File: src/rtl/ddr_port_arbiter_if.sv
// Requester-side and AXI4 bridge-side signal bundle for ddr_port_arbiter.
`timescale 1ns/1ps
interface ddr_port_arbiter_if #(
    parameter int unsigned NREQ = 2,
    parameter int unsigned AW   = 30,
    parameter int unsigned DW   = 256
);
    // Requester side, packed per requester
    logic [NREQ-1:0]        req_valid;
    logic [NREQ-1:0]        req_we;
    logic [NREQ*AW-1:0]     req_addr;
    logic [NREQ*8-1:0]      req_len;
    logic [NREQ-1:0]        req_ready;
    logic [NREQ*DW-1:0]     req_wdata;
    logic [NREQ*DW/8-1:0]   req_wstrb;
    logic [NREQ-1:0]        req_wvalid;
    logic [NREQ-1:0]        req_wready;
    logic [DW-1:0]          req_rdata;
    logic [NREQ-1:0]        req_rvalid;
    logic [NREQ-1:0]        req_done;

    // Bridge side
    logic [AW-1:0]          m_axi_awaddr;
    logic [7:0]             m_axi_awlen;
    logic                   m_axi_awvalid;
    logic                   m_axi_awready;
    logic [DW-1:0]          m_axi_wdata;
    logic [DW/8-1:0]        m_axi_wstrb;
    logic                   m_axi_wlast;
    logic                   m_axi_wvalid;
    logic                   m_axi_wready;
    logic                   m_axi_bready;
    logic [AW-1:0]          m_axi_araddr;
    logic [7:0]             m_axi_arlen;
    logic                   m_axi_arvalid;
    logic                   m_axi_arready;
    logic [DW-1:0]          m_axi_rdata;
    logic                   m_axi_rvalid;
    logic                   m_axi_rready;

    // Arbiter view: serves the requesters and masters the bridge
    modport master (
        input  req_valid, req_we, req_addr, req_len, req_wdata, req_wstrb, req_wvalid,
        output req_ready, req_wready, req_rdata, req_rvalid, req_done,
        output m_axi_awaddr, m_axi_awlen, m_axi_awvalid,
        input  m_axi_awready,
        output m_axi_wdata, m_axi_wstrb, m_axi_wlast, m_axi_wvalid,
        input  m_axi_wready,
        output m_axi_bready,
        output m_axi_araddr, m_axi_arlen, m_axi_arvalid,
        input  m_axi_arready,
        input  m_axi_rdata, m_axi_rvalid,
        output m_axi_rready
    );

    // Environment view: requesters plus the bridge
    modport slave (
        output req_valid, req_we, req_addr, req_len, req_wdata, req_wstrb, req_wvalid,
        input  req_ready, req_wready, req_rdata, req_rvalid, req_done,
        input  m_axi_awaddr, m_axi_awlen, m_axi_awvalid,
        output m_axi_awready,
        input  m_axi_wdata, m_axi_wstrb, m_axi_wlast, m_axi_wvalid,
        output m_axi_wready,
        input  m_axi_bready,
        input  m_axi_araddr, m_axi_arlen, m_axi_arvalid,
        output m_axi_arready,
        output m_axi_rdata, m_axi_rvalid,
        input  m_axi_rready
    );
endinterface

File: src/rtl/ddr_port_arbiter.sv
// Round-robin arbiter sharing the MIG bridge AXI4 slave port between NREQ requesters.
// One transaction in flight; beats are counted locally since bresp/rlast are unusable.
`timescale 1ns/1ps
module ddr_port_arbiter #(
    parameter int unsigned NREQ = 2,
    parameter int unsigned AW   = 30,
    parameter int unsigned DW   = 256
) (
    input  logic               clk,
    input  logic               aresetn,
    ddr_port_arbiter_if.master bus,
    output logic               busy
);
    localparam int unsigned GW = (NREQ > 1) ? $clog2(NREQ) : 1;

    typedef enum logic [2:0] {StIdle, StAaddr, StWdata, StRaddr, StRdata} state_e;

    state_e          state_q;
    logic [GW-1:0]   rr_ptr_q;
    logic [GW-1:0]   gnt_q;
    logic [AW-1:0]   addr_q;
    logic [7:0]      len_q;
    logic [8:0]      beat_cnt_q;
    logic            awvalid_q;
    logic            arvalid_q;
    logic            rready_q;
    logic [NREQ-1:0] ready_q;
    logic [NREQ-1:0] done_q;

    logic            pick_found;
    logic [GW-1:0]   pick_idx;
    logic            pick_we;
    logic [AW-1:0]   pick_addr;
    logic [7:0]      pick_len;
    logic [DW-1:0]   sel_wdata;
    logic [DW/8-1:0] sel_wstrb;
    logic            sel_wvalid;
    logic [NREQ-1:0] gnt_oh;
    logic [GW-1:0]   gnt_next;
    logic            last_beat;
    logic            w_hs;

    // Scan twice around the ring so the first hit at or above rr_ptr wins, wrapping to 0.
    always_comb begin
        pick_found = 1'b0;
        pick_idx   = '0;
        for (int k = 0; k < 2 * NREQ; k++) begin
            if (!pick_found && k >= int'(rr_ptr_q) && bus.req_valid[k % NREQ]) begin
                pick_found = 1'b1;
                pick_idx   = GW'(k % NREQ);
            end
        end
        pick_we   = 1'b0;
        pick_addr = '0;
        pick_len  = '0;
        for (int j = 0; j < NREQ; j++) begin
            if (pick_idx == GW'(j)) begin
                pick_we   = bus.req_we[j];
                pick_addr = bus.req_addr[j*AW +: AW];
                pick_len  = bus.req_len[j*8 +: 8];
            end
        end
    end

    always_comb begin
        sel_wdata  = '0;
        sel_wstrb  = '0;
        sel_wvalid = 1'b0;
        for (int j = 0; j < NREQ; j++) begin
            if (gnt_q == GW'(j)) begin
                sel_wdata  = bus.req_wdata[j*DW +: DW];
                sel_wstrb  = bus.req_wstrb[j*(DW/8) +: DW/8];
                sel_wvalid = bus.req_wvalid[j];
            end
        end
    end

    assign gnt_oh    = NREQ'(1) << gnt_q;
    assign gnt_next  = (gnt_q == GW'(NREQ - 1)) ? '0 : gnt_q + 1'b1;
    // 9-bit counter against zero-extended len: len=255 completes at count 255, no wrap
    assign last_beat = (beat_cnt_q == {1'b0, len_q});
    assign w_hs      = (state_q == StWdata) && sel_wvalid && bus.m_axi_wready;

    always_ff @(posedge clk or negedge aresetn) begin
        if (!aresetn) begin
            state_q    <= StIdle;
            rr_ptr_q   <= '0;
            gnt_q      <= '0;
            addr_q     <= '0;
            len_q      <= '0;
            beat_cnt_q <= '0;
            awvalid_q  <= 1'b0;
            arvalid_q  <= 1'b0;
            rready_q   <= 1'b0;
            ready_q    <= '0;
            done_q     <= '0;
        end else begin
            ready_q <= '0;
            done_q  <= '0;
            case (state_q)
                StIdle: begin
                    if (pick_found) begin
                        gnt_q      <= pick_idx;
                        addr_q     <= pick_addr;
                        len_q      <= pick_len;
                        beat_cnt_q <= '0;
                        if (pick_we) begin
                            state_q   <= StAaddr;
                            awvalid_q <= 1'b1;
                        end else begin
                            state_q   <= StRaddr;
                            arvalid_q <= 1'b1;
                            rready_q  <= 1'b1;
                        end
                    end
                end
                StAaddr: begin
                    if (bus.m_axi_awready) begin
                        awvalid_q <= 1'b0;
                        ready_q   <= gnt_oh;
                        state_q   <= StWdata;
                    end
                end
                StWdata: begin
                    if (w_hs) begin
                        if (last_beat) begin
                            done_q     <= gnt_oh;
                            state_q    <= StIdle;
                            rr_ptr_q   <= gnt_next;
                            beat_cnt_q <= '0;
                        end else begin
                            beat_cnt_q <= beat_cnt_q + 9'd1;
                        end
                    end
                end
                StRaddr: begin
                    if (bus.m_axi_arready) begin
                        arvalid_q <= 1'b0;
                        ready_q   <= gnt_oh;
                        state_q   <= StRdata;
                    end
                end
                StRdata: begin
                    if (bus.m_axi_rvalid) begin
                        if (last_beat) begin
                            done_q     <= gnt_oh;
                            state_q    <= StIdle;
                            rr_ptr_q   <= gnt_next;
                            beat_cnt_q <= '0;
                            rready_q   <= 1'b0;
                        end else begin
                            beat_cnt_q <= beat_cnt_q + 9'd1;
                        end
                    end
                end
                default: state_q <= StIdle;
            endcase
        end
    end

    assign bus.m_axi_awaddr  = addr_q;
    assign bus.m_axi_awlen   = len_q;
    assign bus.m_axi_awvalid = awvalid_q;
    assign bus.m_axi_araddr  = addr_q;
    assign bus.m_axi_arlen   = len_q;
    assign bus.m_axi_arvalid = arvalid_q;
    assign bus.m_axi_wdata   = sel_wdata;
    assign bus.m_axi_wstrb   = sel_wstrb;
    assign bus.m_axi_wvalid  = (state_q == StWdata) && sel_wvalid;
    assign bus.m_axi_wlast   = (state_q == StWdata) && last_beat;
    assign bus.m_axi_bready  = 1'b1;
    assign bus.m_axi_rready  = rready_q;

    assign bus.req_ready  = ready_q;
    assign bus.req_done   = done_q;
    assign bus.req_wready = ((state_q == StWdata) && bus.m_axi_wready) ? gnt_oh : '0;
    // Stray read beats outside RDATA are dropped here
    assign bus.req_rvalid = ((state_q == StRdata) && bus.m_axi_rvalid) ? gnt_oh : '0;
    assign bus.req_rdata  = bus.m_axi_rdata;

    assign busy = (state_q != StIdle);
endmodule

File: src/flat_wrapper.sv
// flat-port wrapper written by rule: the top's interface ports become plain ports
module ddr_port_arbiter_flat 
#(
    parameter int unsigned NREQ = 2,
    parameter int unsigned AW   = 30,
    parameter int unsigned DW   = 256
)
  (clk, aresetn, busy, bus_req_valid, bus_req_we, bus_req_addr, bus_req_len, bus_req_wdata, bus_req_wstrb, bus_req_wvalid, bus_req_ready, bus_req_wready, bus_req_rdata, bus_req_rvalid, bus_req_done, bus_m_axi_awaddr, bus_m_axi_awlen, bus_m_axi_awvalid, bus_m_axi_awready, bus_m_axi_wdata, bus_m_axi_wstrb, bus_m_axi_wlast, bus_m_axi_wvalid, bus_m_axi_wready, bus_m_axi_bready, bus_m_axi_araddr, bus_m_axi_arlen, bus_m_axi_arvalid, bus_m_axi_arready, bus_m_axi_rdata, bus_m_axi_rvalid, bus_m_axi_rready);
  ddr_port_arbiter_if #(.NREQ(NREQ), .AW(AW), .DW(DW)) bus_i ();
  input  logic clk;
  input  logic aresetn;
  output logic busy;
  input wire logic [$bits(bus_i.req_valid)-1:0] bus_req_valid;
  input wire logic [$bits(bus_i.req_we)-1:0] bus_req_we;
  input wire logic [$bits(bus_i.req_addr)-1:0] bus_req_addr;
  input wire logic [$bits(bus_i.req_len)-1:0] bus_req_len;
  input wire logic [$bits(bus_i.req_wdata)-1:0] bus_req_wdata;
  input wire logic [$bits(bus_i.req_wstrb)-1:0] bus_req_wstrb;
  input wire logic [$bits(bus_i.req_wvalid)-1:0] bus_req_wvalid;
  output wire logic [$bits(bus_i.req_ready)-1:0] bus_req_ready;
  output wire logic [$bits(bus_i.req_wready)-1:0] bus_req_wready;
  output wire logic [$bits(bus_i.req_rdata)-1:0] bus_req_rdata;
  output wire logic [$bits(bus_i.req_rvalid)-1:0] bus_req_rvalid;
  output wire logic [$bits(bus_i.req_done)-1:0] bus_req_done;
  output wire logic [$bits(bus_i.m_axi_awaddr)-1:0] bus_m_axi_awaddr;
  output wire logic [$bits(bus_i.m_axi_awlen)-1:0] bus_m_axi_awlen;
  output wire logic [$bits(bus_i.m_axi_awvalid)-1:0] bus_m_axi_awvalid;
  input wire logic [$bits(bus_i.m_axi_awready)-1:0] bus_m_axi_awready;
  output wire logic [$bits(bus_i.m_axi_wdata)-1:0] bus_m_axi_wdata;
  output wire logic [$bits(bus_i.m_axi_wstrb)-1:0] bus_m_axi_wstrb;
  output wire logic [$bits(bus_i.m_axi_wlast)-1:0] bus_m_axi_wlast;
  output wire logic [$bits(bus_i.m_axi_wvalid)-1:0] bus_m_axi_wvalid;
  input wire logic [$bits(bus_i.m_axi_wready)-1:0] bus_m_axi_wready;
  output wire logic [$bits(bus_i.m_axi_bready)-1:0] bus_m_axi_bready;
  output wire logic [$bits(bus_i.m_axi_araddr)-1:0] bus_m_axi_araddr;
  output wire logic [$bits(bus_i.m_axi_arlen)-1:0] bus_m_axi_arlen;
  output wire logic [$bits(bus_i.m_axi_arvalid)-1:0] bus_m_axi_arvalid;
  input wire logic [$bits(bus_i.m_axi_arready)-1:0] bus_m_axi_arready;
  input wire logic [$bits(bus_i.m_axi_rdata)-1:0] bus_m_axi_rdata;
  input wire logic [$bits(bus_i.m_axi_rvalid)-1:0] bus_m_axi_rvalid;
  output wire logic [$bits(bus_i.m_axi_rready)-1:0] bus_m_axi_rready;
  assign bus_i.req_valid = bus_req_valid;
  assign bus_i.req_we = bus_req_we;
  assign bus_i.req_addr = bus_req_addr;
  assign bus_i.req_len = bus_req_len;
  assign bus_i.req_wdata = bus_req_wdata;
  assign bus_i.req_wstrb = bus_req_wstrb;
  assign bus_i.req_wvalid = bus_req_wvalid;
  assign bus_req_ready = bus_i.req_ready;
  assign bus_req_wready = bus_i.req_wready;
  assign bus_req_rdata = bus_i.req_rdata;
  assign bus_req_rvalid = bus_i.req_rvalid;
  assign bus_req_done = bus_i.req_done;
  assign bus_m_axi_awaddr = bus_i.m_axi_awaddr;
  assign bus_m_axi_awlen = bus_i.m_axi_awlen;
  assign bus_m_axi_awvalid = bus_i.m_axi_awvalid;
  assign bus_i.m_axi_awready = bus_m_axi_awready;
  assign bus_m_axi_wdata = bus_i.m_axi_wdata;
  assign bus_m_axi_wstrb = bus_i.m_axi_wstrb;
  assign bus_m_axi_wlast = bus_i.m_axi_wlast;
  assign bus_m_axi_wvalid = bus_i.m_axi_wvalid;
  assign bus_i.m_axi_wready = bus_m_axi_wready;
  assign bus_m_axi_bready = bus_i.m_axi_bready;
  assign bus_m_axi_araddr = bus_i.m_axi_araddr;
  assign bus_m_axi_arlen = bus_i.m_axi_arlen;
  assign bus_m_axi_arvalid = bus_i.m_axi_arvalid;
  assign bus_i.m_axi_arready = bus_m_axi_arready;
  assign bus_i.m_axi_rdata = bus_m_axi_rdata;
  assign bus_i.m_axi_rvalid = bus_m_axi_rvalid;
  assign bus_m_axi_rready = bus_i.m_axi_rready;
  ddr_port_arbiter #(.NREQ(NREQ), .AW(AW), .DW(DW)) u_core (.clk(clk), .aresetn(aresetn), .bus(bus_i), .busy(busy));
endmodule
File: config.mk
export PLATFORM = sky130hd
export DESIGN_NAME = ddr_port_arbiter_flat
export DESIGN_NICKNAME = d
export VERILOG_FILES = /design/src/rtl/ddr_port_arbiter_if.sv /design/src/rtl/ddr_port_arbiter.sv /design/src/flat_wrapper.sv
export SDC_FILE = /design/constraint.sdc
export NUM_CORES = 1
export LEC_CHECK = 0
export BUFFER_PORTS_ARGS = -buffer_cell sky130_fd_sc_hd__buf_2
export CORE_AREA = 10 10 595 597
export CTS_BUF_LIST = sky130_fd_sc_hd__clkbuf_8 sky130_fd_sc_hd__clkbuf_16
export DETAILED_ROUTE_END_ITERATION = 12
export DIE_AREA = 0 0 605 607
export SLEW_MARGIN = 20
export SYNTH_ARGS = -nofsm -noshare
export SYNTH_HDL_FRONTEND = slang
export SYNTH_SLANG_ARGS = --single-unit
File: constraint.sdc
create_clock -name clk -period 2.86 [get_ports clk]
set_input_delay 0.715 -clock clk [delete_from_list [all_inputs] [get_ports clk]]
set_output_delay 0.715 -clock clk [all_outputs]
set_load 0.02 [all_outputs]
== Word level (Yosys, flattened, before mapping) ==
Cells that the tools add are included.
Word-level totals
  register bits: 59
  latch bits: 0
  RAM bits: 0
  ROM bits: 0
  bits of input ports: 920
  output and inout port bits: 635
  logic and storage cells: 105
  memories: 0
Operators by class
  add/sub/neg operators: 2
  $mul: 0
  div/mod/pow operators: 0
  magnitude comparators: 1
  equal/unequal tests: 13
  shifts and indexed selects: 1
  multiplexer cells: 51
  bitwise logic cells: 0
  reduce and logical (&&, ||, !) cells: 26
Operator list (count)
  2-to-1 mux 256 bit: 1
  2-to-1 mux 9 bit: 4
  2-to-1 mux 32 bit: 1
  2-to-1 mux 30 bit: 1
  case mux 9 bit (3 select lines): 1
  2-to-1 mux 1 bit: 21
  2-to-1 mux 3 bit: 6
  2-to-1 mux 2 bit: 8
  case mux 3 bit (5 select lines): 1
  AND reduction 4 bit: 3
  AND reduction 5 bit: 2
  adder 9 x 1 -> 9 bit, second input constant: 1
  equality test 9 x 8 -> 1 bit: 1
  logical AND 1 bit: 9
  2-to-1 mux 8 bit: 1
  inequality test 2 x 1 -> 1 bit, second input constant: 4
  inequality test 2 bit, second input constant: 4
  case mux 1 bit (2 select lines): 4
  case mux 2 bit (2 select lines): 2
  nonzero test 2 bit: 4
  equality test 3 x 2 -> 1 bit, second input constant: 2
  nonzero test 3 bit: 2
  equality test 3 x 1 -> 1 bit, second input constant: 1
  equality test 3 bit, second input constant: 1
  7 further kinds: 9

== Longest topological paths before layout ==
Gate-level depths: netlist of run 1.
  depth after elaboration: 16
  mapped depth: 8
  depth with buffers taken out: 5

== Worst setup path before layout of run 1 ==
OpenSTA, ideal clock, no wires.
  path type: register to output
  start point: register u_core.gnt_q
  end point: output bus_m_axi_wstrb[11]
  arrival time: 1.591 ns
  data required time: 2.145 ns
  slack: 0.554 ns
  cell stages (with the launch flop): 5
  buffers on the path: 3
  cells stage by stage: dfrtp_1 > clkbuf_1 > clkbuf_1 > buf_2 > mux2_2
On the way
  cells in the longest elaborated chain, start to end: 1
Ends and longest elaborated chain
  from (decl): RTL line ddr_port_arbiter.sv:20  | logic [GW-1:0] gnt_q;
  from (signal assigned): RTL line ddr_port_arbiter.sv:103  | gnt_q <= pick_idx;
  2-to-1 mux 32 bit: RTL line ddr_port_arbiter.sv:70  | if (gnt_q == GW'(j)) begin
  to (decl): RTL line flat_wrapper.sv:30  | output wire logic [$bits(bus_i.m_axi_wstrb)-1:0] bus_m_axi_wstrb;
Every way passes these cells.

== Worst setup path in the final report of run 1 ==
  start point: register u_core.gnt_q
  end point: output bus_m_axi_wdata[173]
On the way
  cells in the longest elaborated chain, start to end: 1
Ends and longest elaborated chain
  2-to-1 mux 256 bit: RTL line ddr_port_arbiter.sv:70
  to (decl): RTL line flat_wrapper.sv:29  | output wire logic [$bits(bus_i.m_axi_wdata)-1:0] bus_m_axi_wdata;
Every way passes these cells.

==> results of run 1 <==
==> metal layers <==
metal | track usage | vias up
li1 | - | 4520
met3 | 0.137 | 553
met1 | 0.118 | 5397
met4 | 0.0353 | 86
met5 | 0.0125 | -
met2 | 0.195 | 1723
==> worst reg2reg max path, stage by stage (launching register included) <==
cell and delay (ns):
dfrtp_4 0.52, buf_4 0.16, buf_12 0.15, mux2_2 0.32, a21oi_2 0.07, nor3_2 0.36, nand3_1 0.25, o311ai_1 0.33
==> state kept, by name, summed over array words and instances, names as in the netlist <==
name                      cells
u_core.rr_ptr_q               1
u_core.bus.m_axi_arvalid      1
u_core.bus.req_ready          2
u_core.bus.m_axi_araddr      30
u_core.bus.m_axi_rready       1
u_core.bus.m_axi_awvalid      1
u_core.gnt_q                  1
u_core.beat_cnt_q             9
u_core.bus.req_done           2
u_core.bus.m_axi_arlen        8
u_core.state_q                3
==> cells by family (layout without fill, tap and decap cells) <==
kind of cell | count (synthesis) | in the layout | synth area share
AOI/OAI and AO/OA | 67 | 67 | 0.0451
xor gates and xnor gates | 9 | 9 | 0.00913
adders and majority gates | 1 | 1 | 0.00145
buffers and inverters | 348 | 1129 | 0.288
DFF | 59 | 59 | 0.171
muxes | 330 | 330 | 0.425
other | 1 | 52 | 0.000434
and+or+nand+nor | 106 | 106 | 0.0597
==> synthesized netlist by cell type, drive strengths merged, types with 2 or more instances <==
cell type	number	share of area
a22o	4	0.0041
and2	4	0.0029
clkbuf	17	0.0074
mux2i	40	0.046
or2	2	0.0014
or3	2	0.0014
buf	328	0.28
dfrtp	59	0.17
and3	5	0.0036
nand3	8	0.0046
a21oi	7	0.0045
nor4	3	0.0022
mux2	290	0.38
nor2b	4	0.0029
o311ai	2	0.0020
nor2	14	0.0061
nand2	50	0.022
nor3	7	0.0058
nor3b	3	0.0026
inv	3	0.0013
xor2	8	0.0081
o21ai	46	0.027
==> layout by cell type, fill, tap and decap left out, types with 4 or more instances in the layout <==
master / Yosys / layout
buf_2: 26 / 1011
a21oi_1: 6 / 6
xor2_1: 8 / 8
diode_2: 0 / 51
mux2_2: 289 / 269
buf_4: 297 / 57
mux2_4: 1 / 21
clkbuf_16: 0 / 10
nor3_2: 3 / 4
buf_16: 0 / 5
dfrtp_1: 59 / 55
nand2_1: 50 / 50
nand3_1: 8 / 7
and3_1: 5 / 5
mux2i_1: 40 / 40
and2_1: 4 / 4
nor2_1: 14 / 13
buf_12: 0 / 33
o21ai_1: 9 / 8
o21ai_0: 37 / 37
a22o_1: 4 / 4
==> layout make-up <==
cell class              count  area [um2]
clock inverters             3        22.5
fillers                 40436      323000
clock buffers              12         267
multi-input cells         514        4790
diodes                     51         128
inverters                   3        11.3
repair buffers           1111        6400
well taps                4557        5700
flip-flops and latches     59        1480
==> repair_timing <==
action	4_1_cts	5_1_grt
setup endpoints to repair	58	3
setup buffers	2	1
pin swaps	2	2
hold buffers	0	0
cloned	3	1
gates resized for setup	37	6
==> metrics by stage <==
| stage | util | worst slack [ns] | instances | total power (W) | hold WS (ns) |
|---|---|---|---|---|---|
| floorplan | - | 0.554 | 921 | 0.00720 | 0.419 |
| global placement | 0.0529 | -0.651 | 6237 | 0.0137 | 0.486 |
| detailed placement | 0.0529 | -0.377 | 6237 | 0.0137 | 0.505 |
| CTS | 0.0545 | -0.0348 | 6257 | 0.0152 | 0.273 |
| global route | 0.0547 | -0.00329 | 6275 | 0.0156 | 0.289 |
| finish | 0.0550 | 0.0237 | 6310 | 0.0148 | 0.272 |
==> path summary, 6_finish.rpt <==
| check | depth (start not counted) | endpoint |
|---|---|---|
| min in group clk | 1 | u_core.bus.m_axi_awvalid |
| worst max-delay path | 4 | bus_m_axi_wdata[173] |
| max in group asynchronous | 3 | u_core.bus.m_axi_araddr[4] |
| worst min-delay path | 1 | u_core.beat_cnt_q[7] |
| worst max register to register | 7 | u_core.beat_cnt_q[6] |
| worst min register to register | 1 | u_core.bus.m_axi_awvalid |
==> power by group <==
part	switching [W]	internal, W	total [W]
sequential	0.000667	0.00119	0.00185
clock	0.000406	0.000652	0.00106
combinational	0.00814	0.00372	0.0119
total	0.00921	0.00556	0.0148
==> qor.csv, run 1 <==
metric,value,unit
clk root buf,clkbuf_16,
CP Capture Type,output pin,
skew final,0.0125,ns
Buffers & Inverters on Critical Path,3,
H-tree levels,3,
final hold vios,0,
CP max FO,19,
Core Region,342000,um2
Synth Instances,921,
Leakage,7.48,nW
Slowest cell on crit path,dfrtp_4,
number of synthesized register bits,59,
Syn Nets,1842,
largest net degree at the start of global routing,79,
nets@finish,2619,
Worst slew margin,0.520,
wire length on met3,58600,um
"EDFF count, synth",0,
Worst Setup SP,u_core.gnt_q,
Worst Hold Class,in -> async,
critical path's largest stage delay,0.52,ns
hpwl dp,242000,um
Die H,607,um
drt pass-1 iters,5,
Vias,12279,
vias in the first global route,11529,
status,completed,
CP Data Required Time,2.14,ns
clock latency at the later pin of the worst-skew pair,0.33,ns
total gr overflow,0,
Final Setup Violations,0,
P&R area growth vs syn,118,%
DR WL met2,106000,um
Peak Freq,0.353,GHz
Crit path max-delay family,buffers and inverters,
Syn Area/Cell,9.38,um2
placed cell area,18100,um2
CP cell instances,buf_16 -> buf_12 -> mux2_2 -> buf_2,
Worst-Margin Slew,0.721,ns
layout cells sized above 1,0.843,
Synth warnings,0,
I/O pins,1555,
uppermost layer routed,met5,
CTS buffer count,9,
Synth async-reset ratio,1.00,
DR WL/cell,40.3,um
port bufs,1041,
"setup slack, reg-to-reg",0.59,ns
RePlAce Congestion,1.06,
max cap viols,0,
vias per std cell,1.95,
initial antenna violation count,231,
GRT Util Overall,0.130,
die width,605,um
Post-Route M1 WL,77700,um
routed wire length,254000,um
DRC,0,
PwrDens,786,nW/um2
Critical Path AT,2.12,ns
Initial Util,0.0253,
distinct cell type count after synthesis,43,
Netlist Area Pre-Place,8640,um2
VDD IR max,0.000494,V
setup_tns,0,ns
Sink Count,59,
"Top FF cell, synth",dfrtp_1,
CTS tree,done,
post-synthesis sequential area ratio,0.171,
period utilization,0.992,
first-pass GRT wire length,276000,um
die area,367000,um2
Worst-path clk slew,0.06,ns
r2r startpoint,u_core.gnt_q,
# rows,215,
Initial DRC Count,1007,
Max Buffers Root-to-Sink,2,
Critical Path Source Type,flop,
final instance area,18800,um2
minimum clock period,2.84,ns
WS Path Type,reg -> out,
final slew viol count,0,
Antenna Nets Post-Route,0,
Note: power is estimated with default switching activity, not from simulation.
==> run 2, diff against run 1 <==
- CORE_AREA: 10 10 595 597 -> 2 2 604 606
- DIE_AREA: 0 0 605 607 -> 0 0 606 608
==> run 2 against run 1 <==
Core utilization shrank 0.21 points. Worst hold slack gained 0.027 ns. Count of clock-buffer cells in the layout shrank 1. Combinational power is essentially flat. Design area grew 1.8%. Worst setup slack gained 0.031 ns. Register-to-register slack gained 0.03 ns. Sequential share of layout area shrank 0.16 points. Cell count grew 3.4%. Sequential cell count is the same. Clock skew shrank 0.0065 ns.
==> qor.csv, run 2 (synthesis gave the netlist of run 1 again) <==
metric,value,unit
setup_tns,0,ns
Critical Path Source Type,flop,
Initial DRC Count,895,
Die H,608,um
Clk pwr share,0.081,
Multi-input gate area,4740,um2
unrepaired setup endpoints after global routing,true,
Worst Hold Class,in -> async,
first-pass GRT wire length,271000,um
Register Area,1480,um2
CTS tree,done,
Max Buffers Root-to-Sink,2,
Post-CTS Hold Fix Bufs,0,
Core Region,362000,um2
final hold vios,0,
I/O pins,1555,
Sw Share,0.615,
final slew viol count,0,
hpwl dp,237000,um
die width,606,um
die area,368000,um2
Worst slew margin,0.525,
Sink Count,59,
Leakage,7.48,nW
CP Data Required Time,2.14,ns
largest net degree at the start of global routing,79,
total gr overflow,0,
period utilization,0.981,
switching power,0.00914,W
H-tree levels,3,
clock latency at the later pin of the worst-skew pair,0.34,ns
drt pass-1 iters,5,
DR WL/cell,38.0,um
Initial Util,0.0239,
internal power component,0.00572,W
# rows,221,
Comb pwr share,0.797,
RePlAce Congestion,0.991,
r2r startpoint,u_core.state_q[1],
Slowest cell on crit path,mux2_2,
Post-Layout Cell Count,6526,
sequential power share,0.122,
vias per std cell,1.83,
Buffers & Inverters on Critical Path,3,
critical path's largest stage delay,0.47,ns
Worst-path clk slew,0.06,ns
Worst-Margin Slew,0.713,ns
WS Path Type,reg -> out,
VDD IR max,0.000480,V
vias in the first global route,10683,
nets@finish,2612,
Crit path max-delay family,buffers and inverters,
Final Setup Violations,0,
status,completed,
max cap viols,0,
Total Power,0.0149,W
port bufs,1041,
Critical Path AT,2.09,ns
P&R area growth vs syn,122,%
GRT Util Overall,0.129,
CTS buffer count,9,
routed wire length,248000,um
PwrDens,776,nW/um2
Layout fillers,42964,
Worst Setup SP,u_core.gnt_q,
Vias,11912,
CP Capture Type,output pin,
DRC,0,
initial antenna violation count,181,
post-placement cell count,6471,
skew final,0.00600,ns
Largest register FFs,30,
CP max FO,30,
minimum clock period,2.80,ns
"most common cell after layout, fill and taps aside",buf_2,
CP cell instances,buf_12 -> buf_6 -> mux2_2 -> buf_2,
most frequent cells in the layout,"994 x buf_2, 282 x mux2_2, 58 x dfrtp_1, 55 x buf_4, 53 x buf_12",
clk root buf,clkbuf_16,
layout cells sized above 1,0.840,
Peak Freq,0.357,GHz
Antenna Nets Post-Route,0,
run 2: cell types whose count changed in the layout (fill, tap and decap cells not counted), moves of 4 or more:
cell / previous run / this run
mux2_2: 269 / 282
mux2_4: 21 / 8
buf_2: 1011 / 994
buf_12: 33 / 53
buf_16: 5 / 1
diode_2: 51 / 37
run 2: per-layer routing:
metal,global-route usage,up-vias,share of wire
li1,-,4475,-
met1,0.0999,5308,0.27
met2,0.195,1600,0.42
met3,0.162,455,0.27
met4,0.0330,74,0.033
met5,0.0152,-,0.0049
run 2: path summary, 6_finish.rpt:
| path | end | slack [ns] | depth (start not counted) |
|---|---|---|---|
| max | bus_m_axi_wstrb[6] | 0.06 | 4 |
| min | u_core.bus.m_axi_araddr[21] | 0.30 | 1 |
| max reg2reg | u_core.beat_cnt_q[3] | 0.62 | 5 |
| min reg2reg | u_core.bus.m_axi_awvalid | 0.49 | 1 |
| max in group asynchronous | u_core.bus.m_axi_awvalid | 1.84 | 2 |
| min in group clk | u_core.bus.m_axi_awvalid | 0.49 | 1 |
run 2: power by group through the flow:
| stage | Sequential, W | Combinational [W] | Clock, W |
|---|---|---|---|
| 2_1_floorplan | 0.00180 | 0.00540 | 0 |
| 3_3_place_gp | 0.00186 | 0.0123 | 0 |
| 3_5_place_dp | 0.00188 | 0.0122 | 0 |
| 4_1_cts | 0.00187 | 0.0123 | 0.00123 |
| 5_1_grt | 0.00185 | 0.0127 | 0.00127 |
| 6_report | 0.00181 | 0.0118 | 0.00121 |
run 2: final cells by class:
class	instances	share of cell area
timing repair buffer	1104	0.339
tap	4794	0.313
multi-input combinational	514	0.248
sequential	59	0.0774
clock buffer	11	0.0132
antenna	37	0.00484
clock inverter	4	0.00386
inverter	3	0.000588
run 2: stage by stage:
| stage | hold WS, ns | utilization | instance area, um2 | setup WS, ns |
|---|---|---|---|---|
| after global routing | 0.315 | 0.0528 | 19100 | -0.0116 |
| after floorplan | 0.419 | - | 8640 | 0.554 |
| after detailed placement | 0.484 | 0.0515 | 18600 | -0.266 |
| final | 0.298 | 0.0529 | 19100 | 0.0550 |
| after global placement | 0.478 | 0.0515 | 18600 | -0.401 |
| after CTS | 0.289 | 0.0525 | 19000 | -0.0128 |
run 2: timing repair:
item,CTS,global route
pin swaps,1,3
gates resized for setup,11,5
hold endpoints to repair,0,0
endpoints found under the setup margin,35,7
setup buffers,0,3
==> run 3, diff against run 2 <==
- PLACE_DENSITY: unset -> 0.3
==> run 3 against run 2 <==
Worst hold slack better by 0.0028 ns. Routed wire length fell by 11%. Largest cell class is now tap cells. Register-to-register slack worse by 0.15 ns. Clock skew rose by 0.022 ns. First-iteration DRC count up 13%. Sequential share of layout area grew 0.15 points. Design area is 1.8% lower. Cell count is 0.18% higher. Critical endpoint is now bus_m_axi_wdata[182]. Sequential power down 9.9%. Count of clock-buffer cells in the layout down 2. Via count increased by 5.1%. Critical path type unchanged. Global-route usage is 1.4 points lower.
==> qor.csv, run 3 (synthesis gave the netlist of run 1 again) <==
metric,value,unit
# rows,221,
final slew viol count,0,
total gr overflow,0,
hpwl dp,208000,um
Sw Share,0.600,
unrepaired setup endpoints after global routing,true,
status,completed,
clk root buf,clkbuf_16,
max cap viols,0,
Max Buffers Root-to-Sink,2,
PwrDens,726,nW/um2
"setup slack, reg-to-reg",0.47,ns
Worst-Margin Slew,0.722,ns
initial antenna violation count,274,
P&R area growth vs syn,117,%
CTS buffer count,9,
Worst Hold Class,in -> async,
internal power component,0.00546,W
CP max FO,23,
port bufs,1041,
Critical Path AT,2.10,ns
CP Capture Type,output pin,
Comb pwr share,0.788,
utilization after layout,0.0519,
"most common cell after layout, fill and taps aside",buf_2,
reg2reg path depth,7,
RePlAce Congestion,1.12,
Leakage,7.32,nW
DR WL/cell,34.0,um
first-pass GRT wire length,244000,um
WS Path Type,reg -> out,
sequential power share,0.119,
most frequent cells in the layout,"1008 x buf_2, 253 x mux2_2, 58 x dfrtp_1, 50 x nand2_1, 40 x mux2i_1",
die area,368000,um2
Layout fillers,43008,
routed wire length,222000,um
setup_tns,0,ns
Worst-path clk slew,0.09,ns
die width,606,um
Antenna Nets Post-Route,0,
clock latency at the later pin of the worst-skew pair,0.40,ns
Initial Util,0.0239,
r2r startpoint,u_core.gnt_q,
vias in the first global route,11397,
reg2reg end,u_core.beat_cnt_q[3],
layout cells sized above 1,0.836,
GRT Util Overall,0.115,
minimum clock period,2.81,ns
drt pass-1 iters,7,
Worst slew margin,0.505,
CP Data Required Time,2.14,ns
Sink Count,59,
placed cell area,17800,um2
largest net degree at the start of global routing,54,
nets@finish,2582,
Die H,608,um
CTS tree,done,
switching power,0.00818,W
Initial DRC Count,1013,
Vias,12520,
I/O pins,1555,
vias per std cell,1.91,
period utilization,0.983,
DRC,0,
Critical Path Source Type,flop,
Final Setup Violations,0,
skew final,0.0282,ns
Clk pwr share,0.093,
Peak Freq,0.356,GHz
VDD IR max,0.000308,V
H-tree levels,3,
Largest register FFs,30,
final hold vios,0,
final instance area,18800,um2
Core Region,362000,um2
-- run 3: changes by cell type in the layout (fill, tap and decap cells not counted), sizes merged --
cell / before / now
buf: 1104 / 1067
bufbuf: 0 / 2
bufinv: 2 / 1
clkbuf: 11 / 14
clkinv: 2 / 3
clkinvlp: 0 / 2
diode: 37 / 78
inv: 3 / 4
-- run 3: metrics by stage --
stage          worst slack, ns  hold slack (ns)  total power [W]  std cells
6_report                0.0473            0.301           0.0136       6538
5_1_grt                -0.0188            0.333           0.0144       6497
4_1_cts                -0.0175            0.309           0.0141       6457
3_5_place_dp            -0.255            0.479           0.0122       6435
3_3_place_gp            -0.260            0.481           0.0122       6435
2_1_floorplan            0.554            0.419          0.00720        921
-- run 3: worst max-delay path, stage by stage, from the launching register on --
cell and delay, ns:
dfrtp_4 0.56, buf_16 0.19, buf_16 0.22, mux2_4 0.41, buf_6 0.18
-- run 3: final cells by class --
type                       instances  area [um2]  share of cell area
sequential                        59        1480              0.0788
clock inverter                     7        76.3             0.00406
inverter                           3        11.3            0.000600
clock buffer                       9         225              0.0120
antenna                           78         195              0.0104
multi-input combinational        514        4830               0.257
tap                             4794        6000               0.319
timing repair buffer            1074        5960               0.317
-- run 3: how the worst max path moves through the flow --
stage / start / to / slack, ns
2_1_floorplan: u_core.gnt_q / bus_m_axi_wstrb[11] / 0.55
3_3_place_gp: bus_req_valid[0] / u_core.bus.m_axi_rready / -0.26
3_5_place_dp: bus_req_valid[0] / u_core.bus.m_axi_rready / -0.25
4_1_cts: u_core.gnt_q / bus_m_axi_wdata[149] / -0.02
5_1_grt: u_core.gnt_q / bus_m_axi_wdata[244] / -0.02
6_report: u_core.gnt_q / bus_m_axi_wdata[182] / 0.05
-- run 3: layer usage --
layer,track usage,wire length (um),vias up
li1,-,-,4482
met2,0.196,106000,1634
met4,0.0314,8070,158
met3,0.0913,38400,640
met5,0.0110,1550,-
met1,0.102,68300,5606
-- run 3: power by group through the flow --
stage | Sequential (W) | Combinational, W | Clock, W
finish | 0.00163 | 0.0108 | 0.00126
global route | 0.00169 | 0.0114 | 0.00138
CTS | 0.00166 | 0.0111 | 0.00136
detailed placement | 0.00165 | 0.0106 | 0
global placement | 0.00164 | 0.0106 | 0
floorplan | 0.00180 | 0.00540 | 0
-- run 3: what timing repair did --
action                     CTS  global route
gates resized for setup     69            23
cloned                       3             3
hold buffers                 0             0
setup endpoints to repair   81            57
buffers inserted             3             0
